===== config.mk =====
export PLATFORM = sky130hd
export DESIGN_NAME = ext_unit_pipe_flat
export DESIGN_NICKNAME = d
export VERILOG_FILES = /design/src/rtl/ext_unit_pipe_pkg.sv /design/src/rtl/ext_unit_pipe_if.sv /design/src/rtl/ext_unit_pipe_skid_buf2.sv /design/src/rtl/ext_unit_pipe.sv /design/src/flat_wrapper.sv
export SDC_FILE = /design/constraint.sdc
export NUM_CORES = 1
export LEC_CHECK = 0
export ABC_AREA = 1
export CORE_ASPECT_RATIO = 0.5
export CORE_UTILIZATION = 55
export CTS_BUF_LIST = sky130_fd_sc_hd__clkbuf_2 sky130_fd_sc_hd__clkbuf_4 sky130_fd_sc_hd__clkbuf_8
export CTS_CLUSTER_DIAMETER = 150
export DETAILED_ROUTE_END_ITERATION = 6
export PLACE_DENSITY = 0.82
export SLEW_MARGIN = 10
export SYNTH_ARGS = -nofsm -noshare
export SYNTH_HDL_FRONTEND = slang
export SYNTH_SLANG_ARGS = --single-unit

===== constraint.sdc =====
create_clock -name clk -period 1.7 [get_ports clk]
set_input_delay 0.17 -clock clk [delete_from_list [all_inputs] [get_ports clk]]
set_output_delay 0.17 -clock clk [all_outputs]
set_load 0.02 [all_outputs]

===== src/rtl/ext_unit_pipe_pkg.sv =====
// ext_pkg: shared types and the immediate-extension function for ext_unit_pipe.
//   ext_mode_e : extension mode encoding carried with each beat
//   occ_e      : occupancy states of the 2-entry skid buffer
//   ext_calc   : width-generic extension, computed in EXT_MAX_W bits and
//                truncated by the caller to its output width
package ext_pkg;

    localparam int EXT_MAX_W = 64;

    typedef enum logic [1:0] {
        EXT_SIGN = 2'b00,
        EXT_LUI  = 2'b01,
        EXT_BOFS = 2'b10,
        EXT_ZERO = 2'b11
    } ext_mode_e;

    typedef enum logic [1:0] {
        OCC_EMPTY,
        OCC_ONE,
        OCC_TWO
    } occ_e;

    // imm carries the raw immediate in its low in_w bits; higher bits are ignored.
    function automatic logic [EXT_MAX_W-1:0] ext_calc(
        input logic [EXT_MAX_W-1:0] imm,
        input ext_mode_e            mode,
        input int                   in_w,
        input int                   out_w
    );
        logic [EXT_MAX_W-1:0] mask, m, s;
        mask = (EXT_MAX_W'(1) << in_w) - EXT_MAX_W'(1);
        m    = imm & mask;
        s    = |(m & (EXT_MAX_W'(1) << (in_w - 1))) ? (m | ~mask) : m;
        return mode == EXT_LUI  ? m << (out_w - in_w) :
               mode == EXT_BOFS ? s << 2 :
               mode == EXT_ZERO ? m : s;
    endfunction

endpackage


===== src/rtl/ext_unit_pipe_if.sv =====
// ext_unit_pipe_if: decode-side and execute-side handshake bundle of ext_unit_pipe.
//   in_valid/in_ready/in_imm/in_mode/in_tag      : upstream beat
//   out_valid/out_ready/out_data/out_tag         : downstream beat
//   master : upstream producer / downstream consumer (testbench side)
//   slave  : the extension stage itself
interface ext_unit_pipe_if #(
    parameter int IN_W  = 16,
    parameter int OUT_W = 32,
    parameter int TAG_W = 5
);
    logic             in_valid;
    logic             in_ready;
    logic [IN_W-1:0]  in_imm;
    logic [1:0]       in_mode;
    logic [TAG_W-1:0] in_tag;
    logic             out_valid;
    logic             out_ready;
    logic [OUT_W-1:0] out_data;
    logic [TAG_W-1:0] out_tag;

    modport master (
        output in_valid, in_imm, in_mode, in_tag, out_ready,
        input  in_ready, out_valid, out_data, out_tag
    );

    modport slave (
        input  in_valid, in_imm, in_mode, in_tag, out_ready,
        output in_ready, out_valid, out_data, out_tag
    );
endinterface


===== src/rtl/ext_unit_pipe_skid_buf2.sv =====
// skid_buf2: generic 2-entry valid/ready buffer with registered in_ready.
//   clk, rst_n (async, active-low), flush (sync, drops all entries)
//   in_valid_i/in_ready_o/in_data_i    : upstream handshake, WIDTH payload
//   out_valid_o/out_ready_i/out_data_o : downstream handshake, WIDTH payload
// main_q drives the output directly; skid_q only catches the beat that arrives
// while main is stalled, so in_ready never depends on out_ready combinationally.
module skid_buf2
    import ext_pkg::*;
#(
    parameter int WIDTH = 8
) (
    input  logic             clk,
    input  logic             rst_n,
    input  logic             flush,
    input  logic             in_valid_i,
    output logic             in_ready_o,
    input  logic [WIDTH-1:0] in_data_i,
    output logic             out_valid_o,
    input  logic             out_ready_i,
    output logic [WIDTH-1:0] out_data_o
);
    occ_e             state_q, state_d;
    logic [WIDTH-1:0] main_q, main_d;
    logic [WIDTH-1:0] skid_q, skid_d;
    logic             in_x, out_x;

    assign in_ready_o  = state_q != OCC_TWO;
    assign out_valid_o = state_q != OCC_EMPTY;
    assign out_data_o  = main_q;
    assign in_x        = in_valid_i && in_ready_o;
    assign out_x       = out_valid_o && out_ready_i;

    always_ff @(posedge clk or negedge rst_n) begin
        if (!rst_n) begin
            state_q <= OCC_EMPTY;
            main_q  <= '0;
            skid_q  <= '0;
        end else begin
            state_q <= state_d;
            main_q  <= main_d;
            skid_q  <= skid_d;
        end
    end

    always_comb begin
        state_d = state_q;
        main_d  = main_q;
        skid_d  = skid_q;
        case (state_q)
            OCC_EMPTY: begin
                if (in_x) begin
                    state_d = OCC_ONE;
                    main_d  = in_data_i;
                end
            end
            OCC_ONE: begin
                if (in_x && out_x) begin
                    main_d = in_data_i;
                end else if (in_x) begin
                    state_d = OCC_TWO;
                    skid_d  = in_data_i;
                end else if (out_x) begin
                    state_d = OCC_EMPTY;
                end
            end
            OCC_TWO: begin
                if (out_x) begin
                    state_d = OCC_ONE;
                    main_d  = skid_q;
                    skid_d  = '0;
                end
            end
            default: state_d = OCC_EMPTY;
        endcase
        // Flush keeps main_q so out_data holds its last value; out_valid drops.
        if (flush) begin
            state_d = OCC_EMPTY;
            main_d  = main_q;
            skid_d  = '0;
        end
    end
endmodule


===== src/rtl/ext_unit_pipe.sv =====
// ext_unit_pipe: registered immediate-extension stage between decode and execute.
//   clk, rst_n (async, active-low), flush (sync, discards held beats)
//   bus (ext_unit_pipe_if.slave): in_* beat with imm/mode/tag, out_* extended data/tag
//   EXT_PERF_CNT_EN: adds perf_sel (in, 2) and perf_cnt (out, 32), one
//   delivered-beat counter per extension mode.
module ext_unit_pipe
    import ext_pkg::*;
#(
    parameter int IN_W  = 16,
    parameter int OUT_W = 32,
    parameter int TAG_W = 5
) (
    input  logic               clk,
    input  logic               rst_n,
    input  logic               flush,
    ext_unit_pipe_if.slave     bus
`ifdef EXT_PERF_CNT_EN
    ,
    input  logic [1:0]         perf_sel,
    output logic [31:0]        perf_cnt
`endif
);
`ifdef EXT_PERF_CNT_EN
    localparam int MODE_W = 2;
`else
    localparam int MODE_W = 0;
`endif
    localparam int PW = OUT_W + TAG_W + MODE_W;

    if (OUT_W < IN_W + 2 || OUT_W > EXT_MAX_W) begin : g_bad_width
        $error("ext_unit_pipe: OUT_W must satisfy IN_W+2 <= OUT_W <= %0d", EXT_MAX_W);
    end

    logic [OUT_W-1:0] ext_data;
    logic [PW-1:0]    in_pl, out_pl;

    // Extension happens before the register, so the output is a pure flop.
    assign ext_data = OUT_W'(ext_calc(EXT_MAX_W'(bus.in_imm), ext_mode_e'(bus.in_mode), IN_W, OUT_W));

`ifdef EXT_PERF_CNT_EN
    logic [1:0]  out_mode;
    logic [31:0] cnt_q [4];

    assign in_pl = {ext_data, bus.in_tag, bus.in_mode};
    assign {bus.out_data, bus.out_tag, out_mode} = out_pl;
    assign perf_cnt = cnt_q[perf_sel];

    // Counts delivered beats; a delivery in a flush cycle still counts.
    always_ff @(posedge clk or negedge rst_n) begin
        if (!rst_n) begin
            for (int i = 0; i < 4; i++) cnt_q[i] <= '0;
        end else if (bus.out_valid && bus.out_ready) begin
            cnt_q[out_mode] <= cnt_q[out_mode] + 32'd1;
        end
    end
`else
    assign in_pl = {ext_data, bus.in_tag};
    assign {bus.out_data, bus.out_tag} = out_pl;
`endif

    skid_buf2 #(.WIDTH(PW)) u_buf (
        .clk         (clk),
        .rst_n       (rst_n),
        .flush       (flush),
        .in_valid_i  (bus.in_valid),
        .in_ready_o  (bus.in_ready),
        .in_data_i   (in_pl),
        .out_valid_o (bus.out_valid),
        .out_ready_i (bus.out_ready),
        .out_data_o  (out_pl)
    );
endmodule

===== src/flat_wrapper.sv =====
// flat-port wrapper written by rule: the top's interface ports become plain ports
module ext_unit_pipe_flat import ext_pkg::*;
#(
    parameter int IN_W  = 16,
    parameter int OUT_W = 32,
    parameter int TAG_W = 5
)
  (clk, rst_n, flush, bus_in_valid, bus_in_imm, bus_in_mode, bus_in_tag, bus_out_ready, bus_in_ready, bus_out_valid, bus_out_data, bus_out_tag);
  ext_unit_pipe_if #(.IN_W(IN_W), .OUT_W(OUT_W), .TAG_W(TAG_W)) bus_i ();
  input  logic clk;
  input  logic rst_n;
  input  logic flush;
  input wire logic [$bits(bus_i.in_valid)-1:0] bus_in_valid;
  input wire logic [$bits(bus_i.in_imm)-1:0] bus_in_imm;
  input wire logic [$bits(bus_i.in_mode)-1:0] bus_in_mode;
  input wire logic [$bits(bus_i.in_tag)-1:0] bus_in_tag;
  input wire logic [$bits(bus_i.out_ready)-1:0] bus_out_ready;
  output wire logic [$bits(bus_i.in_ready)-1:0] bus_in_ready;
  output wire logic [$bits(bus_i.out_valid)-1:0] bus_out_valid;
  output wire logic [$bits(bus_i.out_data)-1:0] bus_out_data;
  output wire logic [$bits(bus_i.out_tag)-1:0] bus_out_tag;
  assign bus_i.in_valid = bus_in_valid;
  assign bus_i.in_imm = bus_in_imm;
  assign bus_i.in_mode = bus_in_mode;
  assign bus_i.in_tag = bus_in_tag;
  assign bus_i.out_ready = bus_out_ready;
  assign bus_in_ready = bus_i.in_ready;
  assign bus_out_valid = bus_i.out_valid;
  assign bus_out_data = bus_i.out_data;
  assign bus_out_tag = bus_i.out_tag;
  ext_unit_pipe #(.IN_W(IN_W), .OUT_W(OUT_W), .TAG_W(TAG_W)) u_core (.clk(clk), .rst_n(rst_n), .flush(flush), .bus(bus_i));
endmodule

==> flow_metrics.tcl, run 1 <==
set metrics [dict create \
    gp_congestion 0.943 \
    finalInstanceArea_sq_um 5040 \
    final_nets 637 \
    async_reset_ff_share_pct 100 \
    p_sw_share_pct 33.7 \
    met3WireLength_um 711 \
    required_ps 2000 \
    grt_max_degree 37 \
    synth_cell_types 22 \
    hpwl_um 6730 \
    m1WireLength_um 4560 \
    io_pins 67 \
    ff2ff_setup_slack_ps 110 \
    seqPwrFrac_pct 40.5 \
    antenna_found_initial 0 \
    crit_path_max_fanout 23 \
    dieArea_sq_um 7340 \
    critPathLaunchType "flop" \
    power.internal_mw 3.83 \
    ys_seq_area_share_pct 49.6 \
    tritoncts "built" \
    grt_pass1_vias 3331 \
    yosys-top-cells-count "nand2_1 (286), dfrtp_1 (76), nand3_1 (45)" \
    power.density_nw_per_um2 1150 \
    clockBufferDepth 2 \
    synth.largest_area_cell "dfrtp_1" \
    h-tree-depth 3 \
    crit_buf_inv 2 \
    grt-ovfl-total 0 \
    fmax_mhz 630 \
    vias 3709 \
    maxCapViolations 0 \
    slowest_delay_ps 450 \
    avgSynthCellArea_sq_um 7.27 \
    yosys.area.top_type_share_pct 49.6 \
    syn_nets 556 \
    cp.arrival_ps 1890 \
    preCtsSetupSlack_ps -241 \
    worst_slew_pin_slew_ps 472 \
    top_layer_used "met4" \
    ys_top_cells_by_area "dfrtp_1 (50%), nand2_1 (28%), nand3_1 (5.9%)" \
    die_x_um 120 \
    cts.sinks 76 \
    end_kind "flop" \
    synthCells 528 \
    slew_headroom_pct 68.5 \
    p_clk_share_pct 26.5 \
    met2WireLength_um 4650 \
    n_antenna_cell 0 \
    cts_buffers 9 \
    drc 0 \
    yosysMostFrequentCell "nand2_1" \
    placed_cells 683 \
    antenna_left 0 \
    instances_no_fill 706 \
    dpl_cell_area_sq_um 4720 \
    core_sq_um 6700 \
    comb_power_share_pct 32.9 \
    grt.total_usage_pct 29.3 \
    setup_viol 0 \
    drt_pass1_iterations 5 \
    avgViaCountPerCell 5.25 \
    crit_chain "nor2_1 -> a21oi_2 -> inv_1 -> nand2_2 -> buf_12 -> nand2_1 -> nand2_1" \
    synth_edf_count 0 \
    skew_ps 5.38 \
    ys_warn_count 0 \
    rsz0062_at_grt "no" \
    syn_to_final_growth_pct 31.4 \
    setup_slack_ps 112 \
    drive_gt1_share_pct 10.4 \
    grt_pass1_wl_um 16200 \
    ys_ff_latch 76 \
    status "complete, no violations" \
    wirelength_um 10100 \
    hold_path_class "in -> async" \
    syn_area_sq_um 3840 \
    fin_crit_sh_pct 93.4 \
    reg2reg_to "u_core.u_buf.out_data_o[29]" \
    final-hold-violation-count 0 \
    drv_slew 0 \
    vdd_ir_drop_max_mv 0.699 \
    ff2ff_path_depth 7 \
    path_class "reg -> reg" \
    finish.utilization_pct 75.3 \
    wl_per_cell_um 14.3 \
    first_iter_violations 402 \
    clock_latency_ps 360 \
    rr_startpoint "u_core.u_buf.state_q[0]" \
    cts.clk_slew.worst_paths_ps 80 \
    die_h_um 61.1 \
    slowest_stage "dfrtp_1" \
    post-route-min-period_ps 1590 \
    crit_family "flip-flops" \
    synthFlopType "dfrtp_1" \
    initial_utilization_pct 57.3 \
    portBuffers 66 \
    power.switching_mw 1.95 \
    clockRootBuffer "clkbuf_8" \
    p_leak_nw 2.63 \
    core.rowCount 21 \
    path_common_cell "nand2_1" \
]
-- cells by family after synthesis --
logic type             count (synthesis)  synth area share [%]
and+or+nand+nor                      350                  37.2
DFF                                   76                  49.6
buffers and inverters                 58                  7.04
AOI/OAI and AO/OA                     44                  6.16
-- cell type report --
type	count	area [sq um]
timing repair buffer	96	996
clock buffer	10	131
inverter	31	119
fill	493	1660
clock inverter	6	88.8
sequential	76	1900
multi-input combinational	395	1690
tap	92	115
-- per-stage QoR --
step                setup TNS (ps)  total power, mW  hold slack [ps]
floorplan                        0             3.32             -126
global placement             -4630             4.16              155
detailed placement           -8280             4.20              150
CTS                              0             5.75              304
global route                     0             6.10              354
finish                           0             5.78              301
-- flip-flops by register name, summed over array words and instances, names as in the netlist --
register	flops
u_core.u_buf.skid_q	37
u_core.u_buf.out_data_o	37
u_core.u_buf.state_q	2
-- timing repair --
item | 4_1_cts | 5_1_grt
gates resized for setup | 5 | 3
hold buffers | 1 | 0
pin swaps | 1 | 3
gates cloned | 1 | 0
buffers inserted | 0 | 5
hold endpoints to repair | 31 | 0
setup endpoints to repair | 30 | 52
-- layer usage --
layer  up-vias  track usage [%]
li1       1812                -
met1      1756             40.0
met2       126             47.3
met3        15             8.15
met4         0             7.68
met5         -                0
-- power by group through the flow --
stage / clock network [mW] / registers [mW] / logic [mW]
5_1_grt: 1.64 / 2.38 / 2.08
3_5_place_dp: 0 / 2.37 / 1.83
3_3_place_gp: 0 / 2.36 / 1.80
4_1_cts: 1.56 / 2.34 / 1.86
6_report: 1.53 / 2.34 / 1.90
2_1_floorplan: 0 / 2.65 / 0.669
-- how the worst max path moves through the flow --
stage	start	endpoint	cells past startpoint
2_1_floorplan	u_core.u_buf.state_q[0]	u_core.u_buf.out_data_o[6]	9
3_5_place_dp	bus_out_ready	u_core.u_buf.out_data_o[22]	5
4_1_cts	u_core.u_buf.state_q[1]	u_core.u_buf.out_data_o[8]	9
3_3_place_gp	bus_out_ready	u_core.u_buf.out_data_o[22]	5
6_report	u_core.u_buf.state_q[0]	u_core.u_buf.out_data_o[29]	7
5_1_grt	u_core.u_buf.state_q[0]	u_core.u_buf.skid_q[11]	7
-- cell usage in the layout (no fill, tap or decap), drive strengths merged --
master         instances
inv                   31
dlygate4sd2            2
o21ai                 27
clkbuf                10
nand4                  6
buf                   30
nand2                289
dlygate4sd3            1
nor2                   8
o22ai                  1
dfrtp                 76
a21oi                 14
bufinv                 2
clkinv                 2
o211ai                 2
nand3                 48
clkdlybuf4s50         63
clkinvlp               2
Power figures use the tool's default switching activity.
==> inputs of run 2 (changes only) <==
--- a/config.mk
+++ b/config.mk
@@ -10,6 +10,7 @@
 export CORE_UTILIZATION = 55
 export CTS_BUF_LIST = sky130_fd_sc_hd__clkbuf_2 sky130_fd_sc_hd__clkbuf_4 sky130_fd_sc_hd__clkbuf_8
 export CTS_CLUSTER_DIAMETER = 150
+export CTS_CLUSTER_SIZE = 25
 export DETAILED_ROUTE_END_ITERATION = 6
 export PLACE_DENSITY = 0.82
 export SLEW_MARGIN = 10
==> results of run 2 <==
Final layout, timing and power as in run 1 (identical DEF).
==> inputs of run 3 (changes only) <==
--- a/config.mk
+++ b/config.mk
@@ -13,6 +13,7 @@
 export CTS_CLUSTER_SIZE = 25
 export DETAILED_ROUTE_END_ITERATION = 6
 export PLACE_DENSITY = 0.82
+export SKIP_CTS_REPAIR_TIMING = 1
 export SLEW_MARGIN = 10
 export SYNTH_ARGS = -nofsm -noshare
 export SYNTH_HDL_FRONTEND = slang
==> flow_metrics.tcl, run 3 (synthesis results as in run 1) <==
set metrics [dict create \
    first_iter_violations 441 \
    required_ps 1950 \
    grt_pass1_vias 3263 \
    crit_buf_inv 3 \
    wirelength_um 10400 \
    dieArea_sq_um 7340 \
    slew_headroom_pct 63.0 \
    rr_startpoint "u_core.u_buf.state_q[1]" \
    grt.total_usage_pct 28.3 \
    cts.clk_slew.worst_paths_ps 80 \
    crit_family "simple AND/OR/NAND/NOR gates" \
    io_pins 67 \
    grt_pass1_wl_um 15800 \
    syn_to_final_growth_pct 31.9 \
    antenna_found_initial 0 \
    end_kind "flop" \
    finish.utilization_pct 75.5 \
    hpwl_um 6730 \
    multi_input_comb_area_sq_um 1700 \
    cts.sinks 76 \
    drive_gt1_share_pct 10.6 \
    seq_area_sq_um 1900 \
    ff2ff_path_depth 9 \
    fill_cells 496 \
    power.density_nw_per_um2 1150 \
    maxCapViolations 0 \
    h-tree-depth 3 \
    avgViaCountPerCell 5.31 \
    setup_viol 0 \
    initial_utilization_pct 57.3 \
    crit_path_max_fanout 10 \
    mostFrequentLayoutCells "nand2_1 (285), dfrtp_1 (75), clkdlybuf4s50_1 (63)" \
    post-route-min-period_ps 1640 \
    path_common_cell "nand2_1" \
    drv_slew 0 \
    vias 3749 \
    cts_buffers 9 \
    rsz0062_at_grt "yes" \
    vdd_ir_drop_max_mv 0.701 \
    path_class "reg -> reg" \
    cp.depth 9 \
    clockBufferDepth 2 \
    skew_ps 4.79 \
    hold_path_class "in -> async" \
    critPathLaunchType "flop" \
    slowest_stage "dfrtp_2" \
    final_nets 637 \
    critPathLaunch "u_core.u_buf.state_q[1]" \
    antenna_left 0 \
    slowest_delay_ps 450 \
    grt_max_degree 38 \
    clock_latency_ps 360 \
    clockRootBuffer "clkbuf_8" \
    worst_slew_pin_slew_ps 553 \
    fin_crit_sh_pct 96.6 \
    core.rowCount 21 \
    crit_chain "buf_4 -> nand2_4 -> buf_4 -> nand2_2 -> clkinvlp_4 -> nand3_1 -> nand2_1 -> nand2_1 -> nand2_1" \
    cp.arrival_ps 1890 \
    die_x_um 120 \
    die_h_um 61.1 \
    status "complete, no violations" \
    setup_tns_ps 0 \
    tritoncts "built" \
    fmax_mhz 609 \
    p_leak_nw 2.64 \
    final_common_cell "nand2_1" \
    core_sq_um 6700 \
    final-hold-violation-count 0 \
    wl_per_cell_um 14.8 \
    drt_pass1_iterations 5 \
    drc 0 \
    grt-ovfl-total 0 \
    n_antenna_cell 0 \
    portBuffers 66 \
    gp_congestion 0.943 \
]
==> run 3: cell type report <==
cell class | instances | share of cell area, %
inverters | 31 | 2.42
well taps | 92 | 2.27
flip-flops and latches | 76 | 37.6
clock inverters | 6 | 1.76
clock buffers | 10 | 2.60
repair buffers | 95 | 19.5
repair inverters | 1 | 0.148
multi-input cells | 395 | 33.7
==> run 3: layer usage <==
| layer | part of all wire, % | wire length [um] | vias to the layer above | global-route usage, % |
|---|---|---|---|---|
| li1 | - | - | 1811 | - |
| met4 | 1.4 | 141 | 0 | 6.79 |
| met5 | 0 | 0 | - | 0 |
| met2 | 46 | 4780 | 158 | 46.1 |
| met1 | 44 | 4580 | 1763 | 39.0 |
| met3 | 8.8 | 915 | 17 | 7.13 |
==> run 3: final timing paths <==
path	endpoint	slack, ps
setup reg to reg	u_core.u_buf.out_data_o[8]	60
setup / recovery	u_core.u_buf.out_data_o[8]	60
max in group asynchronous	u_core.u_buf.skid_q[20]	820
hold / removal	u_core.u_buf.skid_q[19]	300
hold reg to reg	u_core.u_buf.out_data_o[10]	470
min in group clk	u_core.u_buf.skid_q[0]	430
==> run 3: through the flow <==
stage / hold WS [ps] / cells / total power [mW] / setup WS, ps / instance area, sq um
global route: 353 / 706 / 6.11 / -35.1 / 5060
CTS: -239 / 699 / 5.74 / -235 / 4940
finish: 304 / 706 / 5.80 / 58.5 / 5060
detailed placement: 150 / 683 / 4.20 / -241 / 4720
global placement: 155 / 683 / 4.16 / -198 / 4720
floorplan: -126 / 528 / 3.32 / 351 / 3840
==> run 3: power breakdown <==
group | internal (mW) | total (mW) | leakage [nW] | switching [mW]
combinational | 0.839 | 1.92 | 1.54 | 1.08
clock | 0.842 | 1.53 | 0.106 | 0.692
sequential | 2.15 | 2.34 | 0.997 | 0.192
total | 3.83 | 5.80 | 2.64 | 1.96
==> run 3: worst reg2reg max path, delay by kind of cell (launching register included) <==
family | cells | cell delay (ps)
AND/OR/NAND/NOR | 6 | 570
buffers and inverters | 3 | 520
flip-flops | 1 | 450
